==> src/rtl/fetch_unit_pkg.sv <==
// Shared constants for the instruction fetch front end.
//   WORD             : datapath / address width
//   RESET_PC_DEFAULT : default first fetch address after reset
//   pc_next()        : sequential fetch address, wraps modulo 2^WORD
package fetch_unit_pkg;

    localparam int WORD = 32;
    localparam logic [WORD-1:0] RESET_PC_DEFAULT = 32'h0000_0000;

    function automatic logic [WORD-1:0] pc_next(input logic [WORD-1:0] p);
        return p + 32'd4;
    endfunction

endpackage

==> src/rtl/fetch_fifo.sv <==
// Circular buffer of {instr, pc} pairs between instruction memory and decode.
//   clk, rst   : clock, asynchronous active-high reset
//   push       : write push_data at the tail (caller guarantees space)
//   push_data  : {instr, pc}
//   pop        : drop the head entry (ignored when empty)
//   flush      : discard all entries; wins over push and pop
//   count      : number of valid entries
//   head       : {instr, pc} of the head, or the last presented head when empty
module fetch_fifo
    import fetch_unit_pkg::*;
#(
    parameter int DEPTH = 3,
    parameter int CW    = $clog2(DEPTH + 1)
) (
    input  logic              clk,
    input  logic              rst,
    input  logic              push,
    input  logic [2*WORD-1:0] push_data,
    input  logic              pop,
    input  logic              flush,
    output logic [CW-1:0]     count,
    output logic [2*WORD-1:0] head
);

    localparam int PW = $clog2(DEPTH);

    logic [2*WORD-1:0] mem [DEPTH];
    logic [PW-1:0]     wr_ptr;
    logic [PW-1:0]     rd_ptr;
    logic [2*WORD-1:0] last_head;
    logic              pop_ok;

    function automatic logic [PW-1:0] ptr_inc(input logic [PW-1:0] p);
        return (p == PW'(DEPTH - 1)) ? '0 : p + 1'b1;
    endfunction

    assign pop_ok = pop && (count != '0);

    // An empty buffer keeps presenting whatever was last at the head, so the
    // decode-side outputs hold their value instead of exposing stale slots.
    assign head = (count != '0) ? mem[rd_ptr] : last_head;

    always_ff @(posedge clk or posedge rst) begin
        if (rst) begin
            wr_ptr    <= '0;
            rd_ptr    <= '0;
            count     <= '0;
            last_head <= '0;
        end else begin
            last_head <= head;
            if (flush) begin
                wr_ptr <= '0;
                rd_ptr <= '0;
                count  <= '0;
            end else begin
                if (push)   wr_ptr <= ptr_inc(wr_ptr);
                if (pop_ok) rd_ptr <= ptr_inc(rd_ptr);
                case ({push, pop_ok})
                    2'b10:   count <= count + 1'b1;
                    2'b01:   count <= count - 1'b1;
                    default: count <= count;
                endcase
            end
        end
    end

    // Storage carries no reset; validity is tracked by count alone.
    always_ff @(posedge clk) begin
        if (push && !flush) mem[wr_ptr] <= push_data;
    end

endmodule

==> src/rtl/fetch_unit.sv <==
// Instruction fetch front end: owns the fetch PC, issues sequential requests
// to a one-cycle-latency instruction memory, buffers responses with their PC
// and hands them to decode over valid/ready. Redirects flush everything.
//   clk, rst                    : clock, asynchronous active-high reset
//   redirect_valid, redirect_pc : taken branch / jump and its target
//   halt                        : stop issuing new requests
//   imem_req, imem_addr         : memory read request and address
//   imem_rdata                  : memory data, valid the cycle after imem_req
//   instr_valid, instr_ready    : decode handshake
//   instr, instr_pc             : head instruction and its PC
//   pc                          : next fetch address
module fetch_unit
    import fetch_unit_pkg::*;
#(
    parameter logic [WORD-1:0] RESET_PC = RESET_PC_DEFAULT,
    parameter int              DEPTH    = 3
) (
    input  logic            clk,
    input  logic            rst,
    input  logic            redirect_valid,
    input  logic [WORD-1:0] redirect_pc,
    input  logic            halt,
    output logic            imem_req,
    output logic [WORD-1:0] imem_addr,
    input  logic [WORD-1:0] imem_rdata,
    output logic            instr_valid,
    input  logic            instr_ready,
    output logic [WORD-1:0] instr,
    output logic [WORD-1:0] instr_pc,
    output logic [WORD-1:0] pc
);

    localparam int CW = $clog2(DEPTH + 1);

    logic            inflight;
    logic            kill;
    logic [WORD-1:0] inflight_pc;
    logic [CW-1:0]   count;
    logic [CW:0]     occ;
    logic            resp_push;
    logic            pop;
    logic [2*WORD-1:0] head;

    // Buffered entries plus the response already on its way must leave room,
    // so a landing response never finds the buffer full.
    assign occ       = {1'b0, count} + {{CW{1'b0}}, inflight};
    assign imem_req  = !rst && !halt && !redirect_valid && (occ < (CW+1)'(DEPTH));
    assign imem_addr = pc;

    assign resp_push   = inflight && !kill;
    assign instr_valid = (count != '0);
    assign pop         = instr_valid && instr_ready;
    assign instr       = head[2*WORD-1:WORD];
    assign instr_pc    = head[WORD-1:0];

    // ---- request stage -> response stage ----
    always_ff @(posedge clk or posedge rst) begin
        if (rst) begin
            pc       <= RESET_PC;
            inflight <= 1'b0;
            kill     <= 1'b0;
        end else begin
            kill     <= redirect_valid ? inflight : 1'b0;
            inflight <= imem_req;
            if (redirect_valid) pc <= redirect_pc;
            else if (imem_req)  pc <= pc_next(pc);
        end
    end

    always_ff @(posedge clk) begin
        if (imem_req) inflight_pc <= pc;
    end

    // ---- response stage -> decode buffer ----
    fetch_fifo #(
        .DEPTH (DEPTH)
    ) u_fifo (
        .clk       (clk),
        .rst       (rst),
        .push      (resp_push),
        .push_data ({imem_rdata, inflight_pc}),
        .pop       (pop),
        .flush     (redirect_valid),
        .count     (count),
        .head      (head)
    );

endmodule

==> config.mk <==
export PLATFORM = sky130hd
export DESIGN_NAME = fetch_unit
export DESIGN_NICKNAME = d
export VERILOG_FILES = /design/src/rtl/fetch_unit_pkg.sv /design/src/rtl/fetch_fifo.sv /design/src/rtl/fetch_unit.sv
export SDC_FILE = /design/constraint.sdc
export NUM_CORES = 1
export LEC_CHECK = 0
export CELL_PAD_IN_SITES_DETAIL_PLACEMENT = 0
export CELL_PAD_IN_SITES_GLOBAL_PLACEMENT = 2
export CORE_ASPECT_RATIO = 1.2
export CORE_MARGIN = 10
export CORE_UTILIZATION = 35
export CTS_BUF_LIST = sky130_fd_sc_hd__clkbuf_8
export DETAILED_ROUTE_END_ITERATION = 10
export PLACE_DENSITY_LB_ADDON = 0.12
export SLEW_MARGIN = 20
export SYNTH_ARGS = -nofsm -noshare
export SYNTH_HDL_FRONTEND = slang
export SYNTH_HIERARCHICAL = 1
export SYNTH_SLANG_ARGS = --single-unit
==> constraint.sdc <==
create_clock -name clk -period 5.5 [get_ports clk]
set_input_delay 1.1 -clock clk [delete_from_list [all_inputs] [get_ports clk]]
set_output_delay 1.1 -clock clk [all_outputs]
set_load 0.005 [all_outputs]
After elaboration in Yosys (flattened, before gate mapping)
Memories as Yosys holds them, arrays and structs flattened. Cells that the tools add are included.

Magnitude comparators: 1. Reduce and logical (&&, ||, !) cells: 16. Multipliers: 0. Bitwise logic cells: 0. Shift-type cells: 0. Equality and inequality tests: 4. Add/subtract/negate cells: 6. Mux-type cells: 14. Div/mod/pow operators: 0.

Operators by type and width (number): $mux W32 (2); $mux W64 (1); $add A32 B3 Y32 const B (1); $mux W2 (7); $reduce_bool A2 Y1 (4); $logic_and A1 B1 Y1 (7); $add A2 B1 Y2 const B (3); $eq A2 B2 Y1 const B (3); $logic_not A1 Y1 (4); $pmux W2 S2 (1); $add A2 B1 Y3 (1); $lt A3 B2 Y1 const B (1); $mux W1 (3); $reduce_bool A3 Y1 (1); $eq A2 B1 Y1 const B (1); $sub A2 B1 Y2 const B (1).

Memories kept: 1. ROM bits: 0. Register bits: 136. Output and inout bits: 130. Bits in latches: 0. Bits in writable memories: 192. Input bits: 69.

Memories: u_fifo.mem (words 3, width 64, rd ports 1, clocked after memory_dff 0, write ports 1, line fetch_fifo.sv:27) `logic [2*WORD-1:0] mem [DEPTH];`.

Depth between registers and ports, before layout
Depth in word-level cells: 6. Depth in mapped cells: 8.

Cells and area by module
The synthesis kept the hierarchy.

Modules (own cells, without submodules): fetch_fifo (instances 1, seq. area each 7517.2 um2, area an instance 9356.5 um2, cells an instance 584); fetch_unit (instances 1, seq. area each 1811.7 um2, area an instance 3314.4 um2, cells an instance 300).

Least setup slack after synthesis
Ideal clock, no wire load.

Kind: in2reg. Start: in redirect_valid. End: mem u_fifo/mem[1][0] (netlist name) (enable). Arrival time: 6.013 ns. Setup slack: -1.091 ns. Setup time: 0.578 ns. Data required time: 4.922 ns. Stages: 2. Path buffers: 0. Cell sequence: nand2b_1 -> nor3b_1.

Word-level cells in the longest chain between the ends: 4.

Ends and longest elaborated chain: from (decl) (line fetch_unit.sv:20) `input logic redirect_valid,`; $logic_not A1 Y1 (line fetch_fifo.sv:69) `if (push && !flush) mem[wr_ptr] <= push_data;`; $logic_and A1 B1 Y1 (line fetch_fifo.sv:69); $mux W1 (line fetch_fifo.sv:69); $mux W1 (not written as such) (line fetch_fifo.sv:69); to (decl) (line fetch_fifo.sv:27).

No other way between the ends.

Worst setup path after layout
Start: reg u_fifo.count[1]. End: out instr[13].

Word-level cells in the longest chain between the ends: 2.

Ends and longest elaborated chain: from (decl) (line fetch_fifo.sv:21) `output logic [CW-1:0] count,`; from (signal assigned) (line fetch_fifo.sv:59) `2'b10: count <= count + 1'b1;`; from (signal assigned) (line fetch_fifo.sv:60) `2'b01: count <= count - 1'b1;`; from (signal assigned) (line fetch_fifo.sv:61) `default: count <= count;`; $reduce_bool A2 Y1 (line fetch_fifo.sv:41) `assign head = (count != '0) ? mem[rd_ptr] : last_head;`; $mux W64 (line fetch_fifo.sv:41); to (decl) (line fetch_unit.sv:28) `output logic [WORD-1:0] instr,`.

No other way between the ends.

==> results.toml <==
[routing]
avgViaCountPerCell = 5.05
vias = 8056
firstDrtPassIters = 4
routed_wl_mm = 34.8
antenna_left = 0
wl_per_cell_microns = 21.8
drtIter0Drc = 320
drc = 0

[clocking]
clock_sinks = 328
cts-resized-gates = 0
cts_tree = "built"
htreeDepth = 2
clk_pin_slew_ns = 0.06
clk_latency_ns = 0.62
cts_setup_buffers = 0
cts_buffers = 56
clockBufferDepth = 3
hold_buffers = 0
cts_root_buf = "clkbuf_8"

[worst_setup_path]
worstPathRequired_ns = 4.40
startpoint = "u_fifo/count[1]$_DFFE_PP0P_"
reg2reg_to = "imem_addr[3]$_DFFE_PP0P_"
startpoint_type = "flip-flop"
path_class = "flip-flop to output pin"
worstReg2RegStart = "u_fifo/count[0]$_DFFE_PP0P_"
cp.arrival_ns = 3.14
critPathCaptureType = "output pin"
regToRegSetupSlack_ns = 2.65
cp_max_fo = 31
reg2reg_depth = 8
cp-endpoint = "instr[13]"

[synthesis]
synthMuxAreaShare_pct = 0.918
synthCells = 884
synth_xor_area_share_pct = 0
synth_cell_types = 50
synthArstFlopShare_pct = 31.7
netlist_area_sq_mm = 0.0127
yosysWarnings = 6
synth_area_leaders = "edfxtp_1 53%, dfrtp_1 21%, a21oi_1 5.3%"
synth_compound_area_share_pct = 12.3
yosys.area.top_type_share_pct = 53.1
syn_nets = 956
yosysSeqAreaShare_pct = 73.6
synth_top_family_by_area = "compound AO/OA/AOI/OAI gates"
ys.flop_type = "edfxtp_1"
synth-seq-cells = 328
synthSimpleGateAreaFrac_pct = 8.23
synth-edff-count = 224
yosys.area.top_type = "edfxtp_1"
synth.avg_cell_area_sq_um = 14.3
synth_adder_area_share_pct = 0.296

[floorplan]
die-area_sq_mm = 0.0442
die_y_microns = 228
placeableCoreArea_sq_mm = 0.0358
rows = 76
die_w_microns = 194
num_io_pins = 199
start_util_pct = 35.3

[power_and_ir_drop]
combPwrFrac_pct = 13.2
pwr-share-clk_pct = 36.6
power.density_mw_per_mm2 = 365
pwr-share-seq_pct = 50.1
peakVddDrop_uv = 154
p_int_uw = 4410
switchingPower_uw = 1430
leakage_uw = 0.00565
swShare_pct = 24.5

[finish]
design_area_sq_mm = 0.0160
area_growth_pct = 26.3
fillers = 3304
drive_gt1_share_pct = 10.8
finalNetCount = 1151

[global_route]
track_usage_pct = 15.4
grt_antenna_before_repair = 0
first_global_vias = 8698
grt_max_degree = 66
grt_pass1_wl_mm = 53.8
globalRoute.totalOverflow = 0

[placed_design]
placement.cell_area_sq_mm = 0.0149
routabilityCongestion = 0.722
port_buffers = 198
hpwl_mm = 20.8
pre_cts_ws_ns = 1.25

[timing]
finalClockSkew_ns = 0.0364
finalSetupViolations = 0
worst_slack_ns = 1.26
finalMaxSlewViolations = 0
worstMarginPinSlew_ns = 0.919
rsz0062_at_grt = "false"
post-route-min-period_ns = 4.24
relSlewSlack_pct = 38.7
max_freq_mhz = 236
hold_viol = 0
finalSetupTns_ns = 0
fin_crit_sh_pct = 77.1

[outcome]
outcome = "finished clean"

[job]
drv_cap = 0

[min_path]
hp-class = "flip-flop to flip-flop"
## worst max-delay path, stage by stage (launching register included)
cell	delay [ns]
dfrtp_1	0.53
or2_2	0.71
buf_4	0.41
nor2_1	0.07
a21oi_1	0.24
clkdlybuf4s50_1	0.56
## stage by stage
stage	instances	hold slack [ns]	util [%]	power, uW
detailed placement	1489	0.454	41.6	3780
floorplan	884	0.440	-	3240
global placement	1489	0.444	41.6	3770
global route	1595	0.490	44.6	6140
CTS	1595	0.463	44.6	5950
finish	1596	0.463	44.7	5840
## synth_stat cells, drive strengths merged (6+ instances only)
| library cell | count |
|---|---|
| edfxtp | 224 |
| a21oi | 134 |
| dfrtp | 104 |
| nor2 | 72 |
| a22oi | 70 |
| buf | 67 |
| nand2 | 28 |
| nand3 | 22 |
| o21ai | 15 |
| nand4 | 14 |
| or4 | 14 |
| clkbuf | 11 |
| inv | 10 |
| nor3 | 10 |
| o211ai | 10 |
| a221o | 8 |
| and2 | 6 |
| mux2i | 6 |
## cell families (layout without fill, tap and decap cells)
kind of cell	count (synthesis)	after routing
compound gates	252	252
fa+ha+maj	3	3
buf+inv	89	332
flops	328	328
mux	11	11
other cells	0	1
simple gates	201	201
## area by class of cell
class / instances / area [sq um] / area share [%]
antenna: 1 / 2.50 / 0.0156
clock buffer: 61 / 840 / 5.24
clock inverter: 45 / 272 / 1.70
inverter: 11 / 42.5 / 0.266
multi-input combinational: 467 / 2800 / 17.5
sequential: 328 / 9330 / 58.3
tap: 468 / 586 / 3.66
timing repair buffer: 215 / 2130 / 13.3
## sequential cells by signal, indices dropped and copies added (netlist names)
signal / cells
imem_addr: 32
inflight: 1
inflight_pc: 32
kill: 1
u_fifo/count: 2
u_fifo/last_head: 64
u_fifo/mem: 192
u_fifo/rd_ptr: 2
u_fifo/wr_ptr: 2
## per-layer routing
metal / vias up / share of wire (%) / GRT usage (%) / routed length (microns)
li1: 3767 / - / - / -
met4: 0 / 2.4 / 5.14 / 843
met5: - / 0 / 0 / 0
met3: 58 / 6.2 / 4.71 / 2150
met1: 4010 / 43 / 18.7 / 15100
met2: 221 / 48 / 25.5 / 16800
## worst min path at each step
stage / from / end / cells past startpoint
after global placement: inflight_pc[28]$_DFFE_PP_ / u_fifo/mem[1][28]$_DFFE_PP_ / 0
final: inflight_pc[16]$_DFFE_PP_ / u_fifo/mem[1][16]$_DFFE_PP_ / 0
after global routing: inflight_pc[16]$_DFFE_PP_ / u_fifo/mem[0][16]$_DFFE_PP_ / 0
after detailed placement: inflight_pc[13]$_DFFE_PP_ / u_fifo/mem[0][13]$_DFFE_PP_ / 0
after floorplan: inflight_pc[0]$_DFFE_PP_ / u_fifo/mem[0][0]$_DFFE_PP_ / 0
after CTS: inflight_pc[12]$_DFFE_PP_ / u_fifo/mem[1][12]$_DFFE_PP_ / 0
## layout by cell type (no fill, tap or decap), types with 15 or more instances in the layout
cell             netlist  routed
buf_4                 36      15
nor2_1                71      70
inv_1                 10      25
nand3_1               21      21
nand2_1               28      28
clkbuf_8               0      61
a21oi_1              133     132
clkdlybuf4s50_1        0     198
edfxtp_1             224     224
a22oi_1               70      70
dfrtp_1              104     103
## power groups by stage
stage	registers (uW)	clock network, uW	logic, uW
after detailed placement	2980	0	796
after CTS	2930	2220	801
after global routing	2950	2330	855
final	2930	2140	773
after global placement	2980	0	798
after floorplan	2940	0	304
Power figures use the tool's default switching activity.
